<file path="src/rtl/accum_seq_pkg.sv">
// Shared widths and sequencer state encoding for the accumulator job sequencer.
package accum_seq_pkg;

    localparam int DW = 3;  // operand width
    localparam int SW = 2;  // op-select width
    localparam int RW = 6;  // datapath result width
    localparam int CW = 4;  // run-count width

    typedef enum logic [2:0] {
        ST_IDLE    = 3'd0,
        ST_CLEAR   = 3'd1,
        ST_RUN     = 3'd2,
        ST_CAPTURE = 3'd3,
        ST_RESP    = 3'd4
    } state_t;

endpackage

</file>
<file path="src/rtl/accum_seq_arbiter_rr_arb2.sv">
// Two-input round-robin grant. On a tie the requester not served last wins;
// the last-served pointer only moves when a grant is actually accepted.
module rr_arb2 (
    input  logic       clk,
    input  logic       i_rst,
    input  logic [1:0] i_valid,
    input  logic       i_accept,
    output logic [1:0] o_grant,
    output logic       o_grant_id
);

    logic last_q, last_d;

    // Grant selection and pointer next-state
    always_comb begin
        o_grant = 2'b00;
        case (i_valid)
            2'b01:   o_grant = 2'b01;
            2'b10:   o_grant = 2'b10;
            2'b11:   o_grant = last_q ? 2'b01 : 2'b10;
            default: o_grant = 2'b00;
        endcase
        o_grant_id = o_grant[1];
        last_d     = last_q;
        if (i_accept) last_d = o_grant[1];
    end

    // Pointer starts at 1 so requester 0 wins the first tie
    always_ff @(posedge clk) begin
        if (i_rst) last_q <= 1'b1;
        else       last_q <= last_d;
    end

endmodule

</file>
<file path="src/rtl/accum_seq_arbiter.sv">
// Time-shares one accumulator datapath between two requesters. Each job is
// granted round-robin, the datapath is cleared, run for cnt ops, the result
// and sticky overflow are captured and returned on a valid/ready channel.
module accum_seq_arbiter
    import accum_seq_pkg::*;
#(
    parameter int DW = accum_seq_pkg::DW,
    parameter int SW = accum_seq_pkg::SW,
    parameter int RW = accum_seq_pkg::RW,
    parameter int CW = accum_seq_pkg::CW
) (
    input  logic            clk,
    input  logic            i_rst,
    input  logic [1:0]      i_req_valid,
    output logic [1:0]      o_req_ready,
    input  logic [2*DW-1:0] i_req_data1,
    input  logic [2*DW-1:0] i_req_data2,
    input  logic [2*SW-1:0] i_req_sel,
    input  logic [2*CW-1:0] i_req_cnt,
    output logic            o_rsp_valid,
    input  logic            i_rsp_ready,
    output logic            o_rsp_id,
    output logic [RW-1:0]   o_rsp_data,
    output logic            o_rsp_ovf,
    output logic [DW-1:0]   o_dp_data1,
    output logic [DW-1:0]   o_dp_data2,
    output logic [SW-1:0]   o_dp_sel,
    output logic            o_dp_rst_n,
    input  logic [RW-1:0]   i_dp_data,
    input  logic            i_dp_overflow
);

    state_t          state_q, state_d;
    logic [DW-1:0]   d1_q, d1_d, d2_q, d2_d;
    logic [SW-1:0]   sel_q, sel_d;
    logic [CW-1:0]   cnt_q, cnt_d;
    logic [CW-1:0]   run_q, run_d;
    logic            id_q, id_d;
    logic            ovf_q, ovf_d;
    logic            rsp_valid_q, rsp_valid_d;
    logic            rsp_id_q, rsp_id_d;
    logic [RW-1:0]   rsp_data_q, rsp_data_d;
    logic            rsp_ovf_q, rsp_ovf_d;

    logic [1:0]      arb_valid;
    logic [1:0]      grant;
    logic            grant_id;
    logic            accept;
    logic            dp_active;

    // Requests are only visible to the arbiter while idle and out of reset
    assign arb_valid   = (state_q == ST_IDLE && !i_rst) ? i_req_valid : 2'b00;
    assign o_req_ready = grant;
    assign accept      = |grant;

    rr_arb2 u_arb (
        .clk        (clk),
        .i_rst      (i_rst),
        .i_valid    (arb_valid),
        .i_accept   (accept),
        .o_grant    (grant),
        .o_grant_id (grant_id)
    );

    // Datapath drive: job values only while the job owns the datapath
    assign dp_active  = (state_q == ST_CLEAR) || (state_q == ST_RUN) ||
                        (state_q == ST_CAPTURE);
    assign o_dp_data1 = dp_active ? d1_q  : '0;
    assign o_dp_data2 = dp_active ? d2_q  : '0;
    assign o_dp_sel   = dp_active ? sel_q : '0;
    assign o_dp_rst_n = (state_q == ST_RUN);

    assign o_rsp_valid = rsp_valid_q;
    assign o_rsp_id    = rsp_id_q;
    assign o_rsp_data  = rsp_data_q;
    assign o_rsp_ovf   = rsp_ovf_q;

    // Next-state, job latch, run counter, sticky overflow and response capture
    always_comb begin
        state_d     = state_q;
        d1_d        = d1_q;
        d2_d        = d2_q;
        sel_d       = sel_q;
        cnt_d       = cnt_q;
        id_d        = id_q;
        run_d       = run_q;
        ovf_d       = ovf_q;
        rsp_valid_d = rsp_valid_q;
        rsp_id_d    = rsp_id_q;
        rsp_data_d  = rsp_data_q;
        rsp_ovf_d   = rsp_ovf_q;

        case (state_q)
            ST_IDLE: begin
                if (accept) begin
                    id_d = grant_id;
                    if (grant_id) begin
                        d1_d  = i_req_data1[DW +: DW];
                        d2_d  = i_req_data2[DW +: DW];
                        sel_d = i_req_sel[SW +: SW];
                        cnt_d = i_req_cnt[CW +: CW];
                    end else begin
                        d1_d  = i_req_data1[0 +: DW];
                        d2_d  = i_req_data2[0 +: DW];
                        sel_d = i_req_sel[0 +: SW];
                        cnt_d = i_req_cnt[0 +: CW];
                    end
                    state_d = ST_CLEAR;
                end
            end
            ST_CLEAR: begin
                run_d   = '0;
                ovf_d   = 1'b0;
                state_d = (cnt_q != '0) ? ST_RUN : ST_CAPTURE;
            end
            ST_RUN: begin
                run_d = run_q + CW'(1);
                // First RUN cycle still shows the cleared flag, not an op
                if (run_q != '0) ovf_d = ovf_q | i_dp_overflow;
                if (run_q == cnt_q - CW'(1)) state_d = ST_CAPTURE;
            end
            ST_CAPTURE: begin
                rsp_data_d  = i_dp_data;
                rsp_ovf_d   = ovf_q | i_dp_overflow;
                rsp_id_d    = id_q;
                rsp_valid_d = 1'b1;
                state_d     = ST_RESP;
            end
            ST_RESP: begin
                if (i_rsp_ready) begin
                    rsp_valid_d = 1'b0;
                    state_d     = ST_IDLE;
                end
            end
            default: state_d = ST_IDLE;
        endcase
    end

    // State and datapath registers; reset discards any in-flight job
    always_ff @(posedge clk) begin
        if (i_rst) begin
            state_q     <= ST_IDLE;
            d1_q        <= '0;
            d2_q        <= '0;
            sel_q       <= '0;
            cnt_q       <= '0;
            id_q        <= 1'b0;
            run_q       <= '0;
            ovf_q       <= 1'b0;
            rsp_valid_q <= 1'b0;
            rsp_id_q    <= 1'b0;
            rsp_data_q  <= '0;
            rsp_ovf_q   <= 1'b0;
        end else begin
            state_q     <= state_d;
            d1_q        <= d1_d;
            d2_q        <= d2_d;
            sel_q       <= sel_d;
            cnt_q       <= cnt_d;
            id_q        <= id_d;
            run_q       <= run_d;
            ovf_q       <= ovf_d;
            rsp_valid_q <= rsp_valid_d;
            rsp_id_q    <= rsp_id_d;
            rsp_data_q  <= rsp_data_d;
            rsp_ovf_q   <= rsp_ovf_d;
        end
    end

endmodule

</file>
<file path="config.mk">
export PLATFORM = sky130hd
export DESIGN_NAME = accum_seq_arbiter
export DESIGN_NICKNAME = d
export VERILOG_FILES = /design/src/rtl/accum_seq_pkg.sv /design/src/rtl/accum_seq_arbiter_rr_arb2.sv /design/src/rtl/accum_seq_arbiter.sv
export SDC_FILE = /design/constraint.sdc
export NUM_CORES = 1
export LEC_CHECK = 0
export ABC_AREA = 1
export CELL_PAD_IN_SITES_DETAIL_PLACEMENT = 2
export CELL_PAD_IN_SITES_GLOBAL_PLACEMENT = 2
export CORE_UTILIZATION = 26
export CTS_CLUSTER_DIAMETER = 30
export CTS_CLUSTER_SIZE = 10
export DETAILED_ROUTE_END_ITERATION = 10
export GPL_TIMING_DRIVEN = 1
export PLACE_DENSITY_LB_ADDON = 0.3
export SLEW_MARGIN = 15
export SYNTH_ARGS = -nofsm -noshare
export SYNTH_HDL_FRONTEND = slang
export SYNTH_SLANG_ARGS = --single-unit
</file>
<file path="constraint.sdc">
create_clock -name clk -period 2.5 [get_ports clk]
set_input_delay 0.5 -clock clk [delete_from_list [all_inputs] [get_ports clk]]
set_output_delay 0.5 -clock clk [all_outputs]
set_load 0.02 [all_outputs]
</file>
==> impl_results.md, run 1 <==
- CP Max Fanout: 8
- CTS tree: yes
- Post-layout min period: 2.30 ns
- Iteration-0 DRC Markers: 31
- Slowest CP cell: dfxtp_1
- Overflow left after global routing: 0
- Max-cap violations: 0
- Final setup viols: 0
- Pwr per Cell Area: 869 nW/um^2
- First-pass GRT wire length: 9740 um
- Die width: 84.8 um
- Final Hold Vio Count: 0
- I/O Pins: 56
- Seq/Total Area, Yosys: 0.348
- Status: finished, final reports clean
- Post-CTS resize count: 10
- Hold Path Class: reg -> reg
- Chip height: 84.8 um
- Post-Syn Area: 1780 um^2
- Synth Net Count: 296
- Postcts setup bufs: 0
- CTS Buf Count: 5
- Worst slack, placed: -0.0206 ns
- Max incr delay on CP: 0.41 ns
- Detailed Place HPWL: 4370 um
- DP Area: 2440 um^2
- Diodes inserted: 0
- Count of cell types in the netlist: 31
- Via count: 1831
- ANT nets after route: 0
- Fin util: 0.386
- Commonest cells after routing, fill and taps aside: nand2_1, clkdlybuf4s50_1, inv_1
- Switching Fraction: 0.429
- CP dominant cell by count: inv_1
- Crit. End Element: primary output
- Hold-fix buffers, CTS: 0
- Largest buffer count on any clock path: 2
- Num rows: 29
- Port buffer count: 55
- Final worst slack: 0.196 ns
- Vias in the first global route: 2055
- Mapped Cells: 256
- Core area: 6490 um^2
- Unrepaired setup endpoints after global routing: no
- Die ar.: 7190 um^2
- Post-route cell area: 2510 um^2
- Worst-Margin Slew: 0.286 ns
- Slew headroom: 0.809
- Nets: 360
- Maximum VDD drop: 0.000292 V
- Worst path arrival time: 1.80 ns
- P_sw: 935 uW
- Routed WL: 5680 um
- CTS clock-pin slew for the worst setup and hold paths: 0.08 ns
- H-tree depth: 2
- Total Power: 2180 uW
- Syn avg cell area: 6.96 um^2
- GPL Wtd Cong: 0.710
- Setup TNS: 0 ns
- Layout cells sized above 1: 0.171
- Clock power share: 0.182
- Most common cell after layout, fill and taps aside: nand2_1
- Later-pin clock latency in the skew report: 0.28 ns
- Clk_skew: 0.00777 ns
- Flops & latches, synth: 31
- Seq pwr share: 0.310
- P_leak: 0.00122 uW
- Max Clk Rate: 434 MHz
- Total GRT Usage: 0.172
- Initial Util: 0.274
- Combinational Power Share: 0.508
- Cell Chain, Critical Path: inv_1, nor3_1, inv_1, nand2_2, nor2_2, buf_12, nor2_1, dlygate4sd2_1
- Sink Count: 31
- Critical Path RT: 2.00 ns
- CP Launch Type: register
- Antenna violations before repair: 0
- Pins Over Slew Limit: 0
- Fin crit share: 0.922
- P&R area growth vs syn: 40.7%
- Vias per std cell: 4.60
- Root buf cell: clkbuf_8
- Count of TritonRoute iterations in the first routing pass: 6
- # DRC: 0
- Synth warn: 0
- Largest net degree at the start of global routing: 26
- Int Power: 1240 uW
- Critical path class: reg -> out
- Routed wire length per instance: 14.3 um
-- Yosys cell counts --
| library cell | instances | area, um^2 |
|---|---|---|
| nor2_4 | 2 | 22.5 |
| a31oi_1 | 1 | 6.26 |
| nor2_2 | 1 | 6.26 |
| o211ai_1 | 2 | 15.0 |
| nand3b_1 | 1 | 7.51 |
| nand4_2 | 1 | 12.5 |
| o21ai_0 | 10 | 50.1 |
| clkbuf_1 | 1 | 3.75 |
| inv_2 | 4 | 15.0 |
| nor2_1 | 34 | 128 |
| nand2_2 | 11 | 68.8 |
| nand2_4 | 2 | 22.5 |
| buf_4 | 3 | 22.5 |
| buf_2 | 1 | 5.00 |
| inv_1 | 37 | 139 |
| a211oi_1 | 1 | 7.51 |
| a21boi_2 | 1 | 11.3 |
| nor3b_1 | 1 | 7.51 |
| nand3_1 | 23 | 115 |
| nand3_2 | 10 | 100 |
| nor3_1 | 1 | 5.00 |
| nor3_2 | 1 | 10.0 |
| nand2_1 | 55 | 206 |
| a21oi_1 | 9 | 45.0 |
| dfxtp_1 | 31 | 621 |
| buf_12 | 1 | 20.0 |
| ha_1 | 4 | 50.1 |
| inv_6 | 1 | 8.76 |
| buf_6 | 3 | 33.8 |
| nand4_1 | 2 | 12.5 |
| clkinv_1 | 1 | 3.75 |
-- kinds of logic after synthesis --
group                    synth area share
adder cells (fa/ha/maj)            0.0281
AND/OR/NAND/NOR                     0.407
buffers and inverters               0.141
AO/OA/AOI/OAI                      0.0758
flip-flops                          0.348
-- sequential cells by signal (all words and copies together) (netlist names) --
| register | cells |
|---|---|
| run_q | 4 |
| o_rsp_data | 6 |
| d2_q | 3 |
| o_rsp_id | 1 |
| id_q | 1 |
| o_rsp_valid | 1 |
| state_q | 3 |
| o_rsp_ovf | 1 |
| cnt_q | 4 |
| sel_q | 2 |
| u_arb.last_q | 1 |
| ovf_q | 1 |
| d1_q | 3 |
-- worst max-delay path, delay by kind of cell, from the launching register on --
kind | cells | cell delay [ns]
simple gates | 4 | 0.40
flops | 1 | 0.41
buf+inv | 4 | 0.68
-- power groups by stage --
stage / clock [uW] / sequential, uW / combinational, uW
5_1_grt: 433 / 691 / 1240
3_5_place_dp: 0 / 686 / 1150
4_1_cts: 416 / 678 / 1130
6_report: 396 / 675 / 1110
3_3_place_gp: 0 / 681 / 1110
2_1_floorplan: 0 / 691 / 708
-- stage by stage --
step	hold slack, ns	cells
final	0.477	398
after global routing	0.498	398
after CTS	0.484	398
after detailed placement	0.471	390
after global placement	0.463	390
after floorplan	0.444	256
-- worst paths after layout --
kind              slack, ns  cells past startpoint        from             to
setup / recovery       0.20                      8  state_q[0]  o_dp_data1[1]
hold / removal         0.48                      2        id_q           id_q
setup reg to reg       0.88                      6  state_q[1]       o_rsp_id
hold reg to reg        0.48                      2        id_q           id_q
-- layout make-up --
class	count	area [um^2]
clock buffer	6	72.6
clock inverter	2	12.5
fill	783	3990
inverter	43	166
multi-input combinational	173	910
sequential	31	621
tap	77	96.3
timing repair buffer	66	629
-- per-layer routing --
metal,share of wire,GRT usage,vias up
met2,0.51,0.322,34
met3,0.040,0.0374,4
li1,-,-,921
met4,0.0085,0.0431,0
met1,0.44,0.198,872
met5,0,0,-
Note: power is estimated with default switching activity, not from simulation.
==> run 2: changes to the inputs <==
Settings changed: SETUP_SLACK_MARGIN set to 0.02.
==> run 2 against run 1 <==
- via count about the same
- clock skew about the same
- critical path depth unchanged
- first-iteration DRC count up 13%
- largest cell class unchanged
==> impl_results.md, run 2 (same netlist as run 1, synthesis figures left out) <==
- Status: finished, final reports clean
- CP Launch Type: register
- Critical Path RT: 2.00 ns
- Max-cap violations: 0
- DP Area: 2440 um^2
- CTS Buf Count: 5
- FF-to-FF setup slack: 0.88 ns
- Slew headroom: 0.809
- H-tree depth: 2
- Maximum VDD drop: 0.000292 V
- Nets: 360
- Core area: 6490 um^2
- Fillers: 783
- Post-route cell area: 2490 um^2
- Num rows: 29
- Worst-Margin Slew: 0.286 ns
- P&R area growth vs syn: 39.7%
- Hold endpoint: id_q
- Commonest cells after routing, fill and taps aside: nand2_1, clkdlybuf4s50_1, inv_1
- Routed WL: 5680 um
- P_leak: 0.00122 uW
- FF-to-FF End: o_rsp_id
- Hold path depth: 2
- CTS clock-pin slew for the worst setup and hold paths: 0.08 ns
- I/O Pins: 56
- Initial Util: 0.274
- Count of TritonRoute iterations in the first routing pass: 6
- # DRC: 0
- Via count: 1830
- Largest net degree at the start of global routing: 26
- Layout cells sized above 1: 0.184
- Max FFs per register: 6
- First-pass GRT wire length: 9740 um
- Later-pin clock latency in the skew report: 0.28 ns
- Top Layer Used: met4
- CTS tree: yes
- Sink Count: 31
- Hold Path Class: reg -> reg
- Die ar.: 7190 um^2
- Routed wire length per instance: 14.3 um
- Largest buffer count on any clock path: 2
- Critical R2R Launch: state_q[1]
- ANT nets after route: 0
- Unrepaired setup endpoints after global routing: no
- Vias per std cell: 4.60
- Iteration-0 DRC Markers: 35
- R2R cell count: 6
- Hold_ws: 0.477 ns
- Fin crit share: 0.913
- Pwr per Cell Area: 873 nW/um^2
- Die width: 84.8 um
- Total GRT Usage: 0.172
- Diodes inserted: 0
- Worst path arrival time: 1.78 ns
- Max Clk Rate: 438 MHz
- Final setup viols: 0
- CP Max Fanout: 8
- Port buffer count: 55
- Met2 wire len: 2920 um
- Pins Over Slew Limit: 0
- Chip height: 84.8 um
- Final Hold Vio Count: 0
- Root buf cell: clkbuf_8
- Clk_skew: 0.00767 ns
- Overflow left after global routing: 0
- Wire length on met3: 221 um
- Setup TNS: 0 ns
- Detailed Place HPWL: 4370 um
- Post-layout min period: 2.28 ns
- Vias in the first global route: 2055
- Most common cell after layout, fill and taps aside: nand2_1
- HP Start: id_q
- Crit. End Element: primary output
- Critical path class: reg -> out
- GPL Wtd Cong: 0.710
- Met1 Wirelength: 2490 um
- Fin util: 0.383
- Postcts setup bufs: 0
- Antenna violations before repair: 0
==> run 2: cell types whose count changed in the layout (fill, tap and decap cells not counted), sizes merged <==
cell,delta
clkbuf,+4
clkdlybuf4s15,-3
dlygate4sd2,-1
==> run 2: report_power, final <==
group          switching, uW  internal [uW]  leakage [uW]  total [uW]
clock network            202            195     0.0000412         396
registers               71.6            603      0.000254         675
logic                    662            440      0.000923        1100
total                    935           1240       0.00122        2170
==> run 2: worst max path at each step <==
stage / cells after the start / to / from / slack, ns
after floorplan: 4 / o_req_ready[0] / i_rst / 0.73
after global placement: 6 / o_req_ready[1] / i_rst / -0.003
after detailed placement: 6 / o_req_ready[1] / i_rst / -0.02
after CTS: 5 / o_dp_rst_n / state_q[2] / 0.08
after global routing: 8 / o_dp_data1[1] / state_q[0] / 0.02
final: 8 / o_dp_data1[1] / state_q[0] / 0.22
==> run 2: timing repair <==
| action | 4_1_cts | 5_1_grt |
|---|---|---|
| hold buffers | 0 | 0 |
| setup endpoints to repair | 10 | 9 |
| cloned | 0 | 0 |
| endpoints found under the hold margin | 0 | 0 |
| gates resized for setup | 10 | 16 |
==> run 2: area by class of cell <==
cell class                      count  area (um^2)  share of cell area
Inverter                           43          166              0.0669
Sequential cell                    31          621               0.249
Clock inverter                      2         12.5             0.00503
Multi-Input combinational cell    173          910               0.366
Tap cell                           77         96.3              0.0387
Clock buffer                        6         72.6              0.0292
Timing Repair Buffer               66          611               0.245
==> run 2: through the flow <==
step	total power (uW)	instances	setup WS, ns
final	2170	398	0.216
after global routing	2360	398	0.0216
after CTS	2230	398	0.0770
after detailed placement	1840	390	-0.0206
after global placement	1790	390	-0.00309
after floorplan	1400	256	0.728
==> run 2: per-layer routing <==
metal / vias up / global-route usage
met5: - / 0
met4: 0 / 0.0431
met3: 4 / 0.0374
met2: 34 / 0.322
met1: 871 / 0.198
li1: 921 / -
==> run 2: critical path, cell delays in order, from the launching register on <==
cell and delay, ns:
dfxtp_1 0.41, inv_1 0.10, nor3_1 0.14, inv_1 0.11, nand2_2 0.13, nor2_2 0.06
buf_12 0.14, nor2_1 0.08, clkdlybuf4s15_1 0.30
==> run 3: changes to the inputs <==
Settings changed: CORE_MARGIN set to 2.
==> run 3 against run 2 <==
- sequential cell count unchanged
- design area up 1.0%
- first-iteration DRC count down 8.6%
- clock skew down 0.00057 ns
- maximum frequency down 2.6%
- clock power about the same
- setup slack worse by 0.060 ns
- worst hold slack worse by 0.0053 ns
- critical endpoint is now o_dp_sel[1]
- largest power group unchanged
==> impl_results.md, run 3 (same netlist as run 1, synthesis figures left out) <==
- Status: finished, final reports clean
- Maximum VDD drop: 0.000295 V
- Later-pin clock latency in the skew report: 0.28 ns
- Routed wire length per instance: 13.6 um
- Diodes inserted: 0
- CTS Buf Count: 5
- Post-layout min period: 2.34 ns
- Sink Count: 31
- Routed WL: 5470 um
- Max Clk Rate: 427 MHz
- Die ar.: 7530 um^2
- ANT nets after route: 0
- Pwr per Cell Area: 853 nW/um^2
- Total GRT Usage: 0.158
- Fin crit share: 0.938
- Fin util: 0.374
- Placed Cells incl. Taps: 394
- P_leak: 0.00124 uW
- # DRC: 0
- Layout cells sized above 1: 0.165
- Unrepaired setup endpoints after global routing: no
- Final setup viols: 0
- Hold Path Class: reg -> reg
- Num rows: 30
- Via count: 1818
- Clk_skew: 0.00711 ns
- Worst slack, placed: -0.0440 ns
- CP Launch Type: register
- Commonest cells after routing, fill and taps aside: nand2_1, clkdlybuf4s50_1, inv_1
- Max incr delay on CP: 0.40 ns
- Max FFs per register: 6
- Largest net degree at the start of global routing: 26
- CP dominant cell by count: inv_1
- Total Power: 2140 uW
- Max-cap violations: 0
- Chip height: 86.8 um
- Largest buffer count on any clock path: 2
- First-pass GRT wire length: 9400 um
- Detailed Place HPWL: 4190 um
- Vias per std cell: 4.52
- Port buffer count: 55
- GPL Wtd Cong: 0.716
- Worst Path Buf+Inv: 4
- CP Max Fanout: 8
- Final Hold Vio Count: 0
- Core area: 6720 um^2
- P&R area growth vs syn: 41.1%
- Kind of cell adding the most delay to the critical path: buffers and inverters
- Worst-Margin Slew: 0.272 ns
- Critical Path RT: 2.00 ns
- Crit. End Element: primary output
- Count of TritonRoute iterations in the first routing pass: 4
- CTS clock-pin slew for the worst setup and hold paths: 0.07 ns
- Root buf cell: clkbuf_8
- Hold-fix buffers, CTS: 0
- I/O Pins: 56
- Final worst slack: 0.156 ns
- Slew headroom: 0.819
- CTS tree: yes
- Critical path class: reg -> out
- Worst path arrival time: 1.84 ns
- Vias in the first global route: 2035
- Pins Over Slew Limit: 0
- Most common cell after layout, fill and taps aside: nand2_1
- Area occupied by multi-input gates: 910 um^2
- Register area: 621 um^2
- Nets: 361
- Initial Util: 0.265
- Cell Count, Final, Fillers Out: 402
- Overflow left after global routing: 0
- Iteration-0 DRC Markers: 32
- Setup TNS: 0 ns
- Die width: 86.8 um
- Slowest CP cell: dfxtp_1
- H-tree depth: 2
- Cell Chain, Critical Path: inv_1, nor3_1, inv_1, nand2_2, nor2_2, buf_4, nor2_1, dlygate4sd2_1
- Fillers: 825
- FF-to-FF setup slack: 0.93 ns
- Postcts setup bufs: 0
- Antenna violations before repair: 0
==> run 3: cell count changes in the layout (fill, tap and decap cells not counted) <==
cell	change
dlygate4sd2_1	+7
buf_12	-1
buf_4	+2
clkbuf_2	-7
==> run 3: power breakdown <==
part,internal [uW],switching [uW]
clock network,195,205
registers,603,70.6
logic,421,649
total,1220,924
==> run 3: final timing paths <==
| kind | start | endpoint | cells past startpoint |
|---|---|---|---|
| setup / recovery | state_q[0] | o_dp_sel[1] | 8 |
| hold / removal | id_q | id_q | 2 |
| setup reg to reg | state_q[1] | o_rsp_id | 6 |
| hold reg to reg | id_q | id_q | 2 |
==> run 3: through the flow <==
stage | hold slack, ns | area, um^2
CTS | 0.476 | 2510
floorplan | 0.444 | 1780
global placement | 0.457 | 2440
finish | 0.472 | 2510
detailed placement | 0.465 | 2440
global route | 0.507 | 2510
==> run 3: final cells by class <==
cell class / count / share of cell area
Multi-Input combinational cell: 173 / 0.362
Timing Repair Buffer: 67 / 0.251
Sequential cell: 31 / 0.247
Inverter: 43 / 0.0662
Tap cell: 80 / 0.0398
Clock buffer: 6 / 0.0289
Clock inverter: 2 / 0.00498
==> run 3: timing repair <==
action / in CTS / in global routing
pin swaps: 0 / 0
gates resized for setup: 10 / 2
hold endpoints to repair: 0 / 0
setup endpoints to repair: 10 / 2
==> run 3: tightest hold or removal path, cell delays in order (launching register included) <==
cell	delay [ns]
dfxtp_1	0.31
nand3_1	0.07
nand2_1	0.04
==> run 3: layer usage <==
metal / vias up / GRT usage / part of all wire
li1: 921 / - / -
met1: 858 / 0.182 / 0.44
met2: 33 / 0.287 / 0.50
met3: 6 / 0.0419 / 0.051
met4: 0 / 0.0426 / 0.010
met5: - / 0 / 0
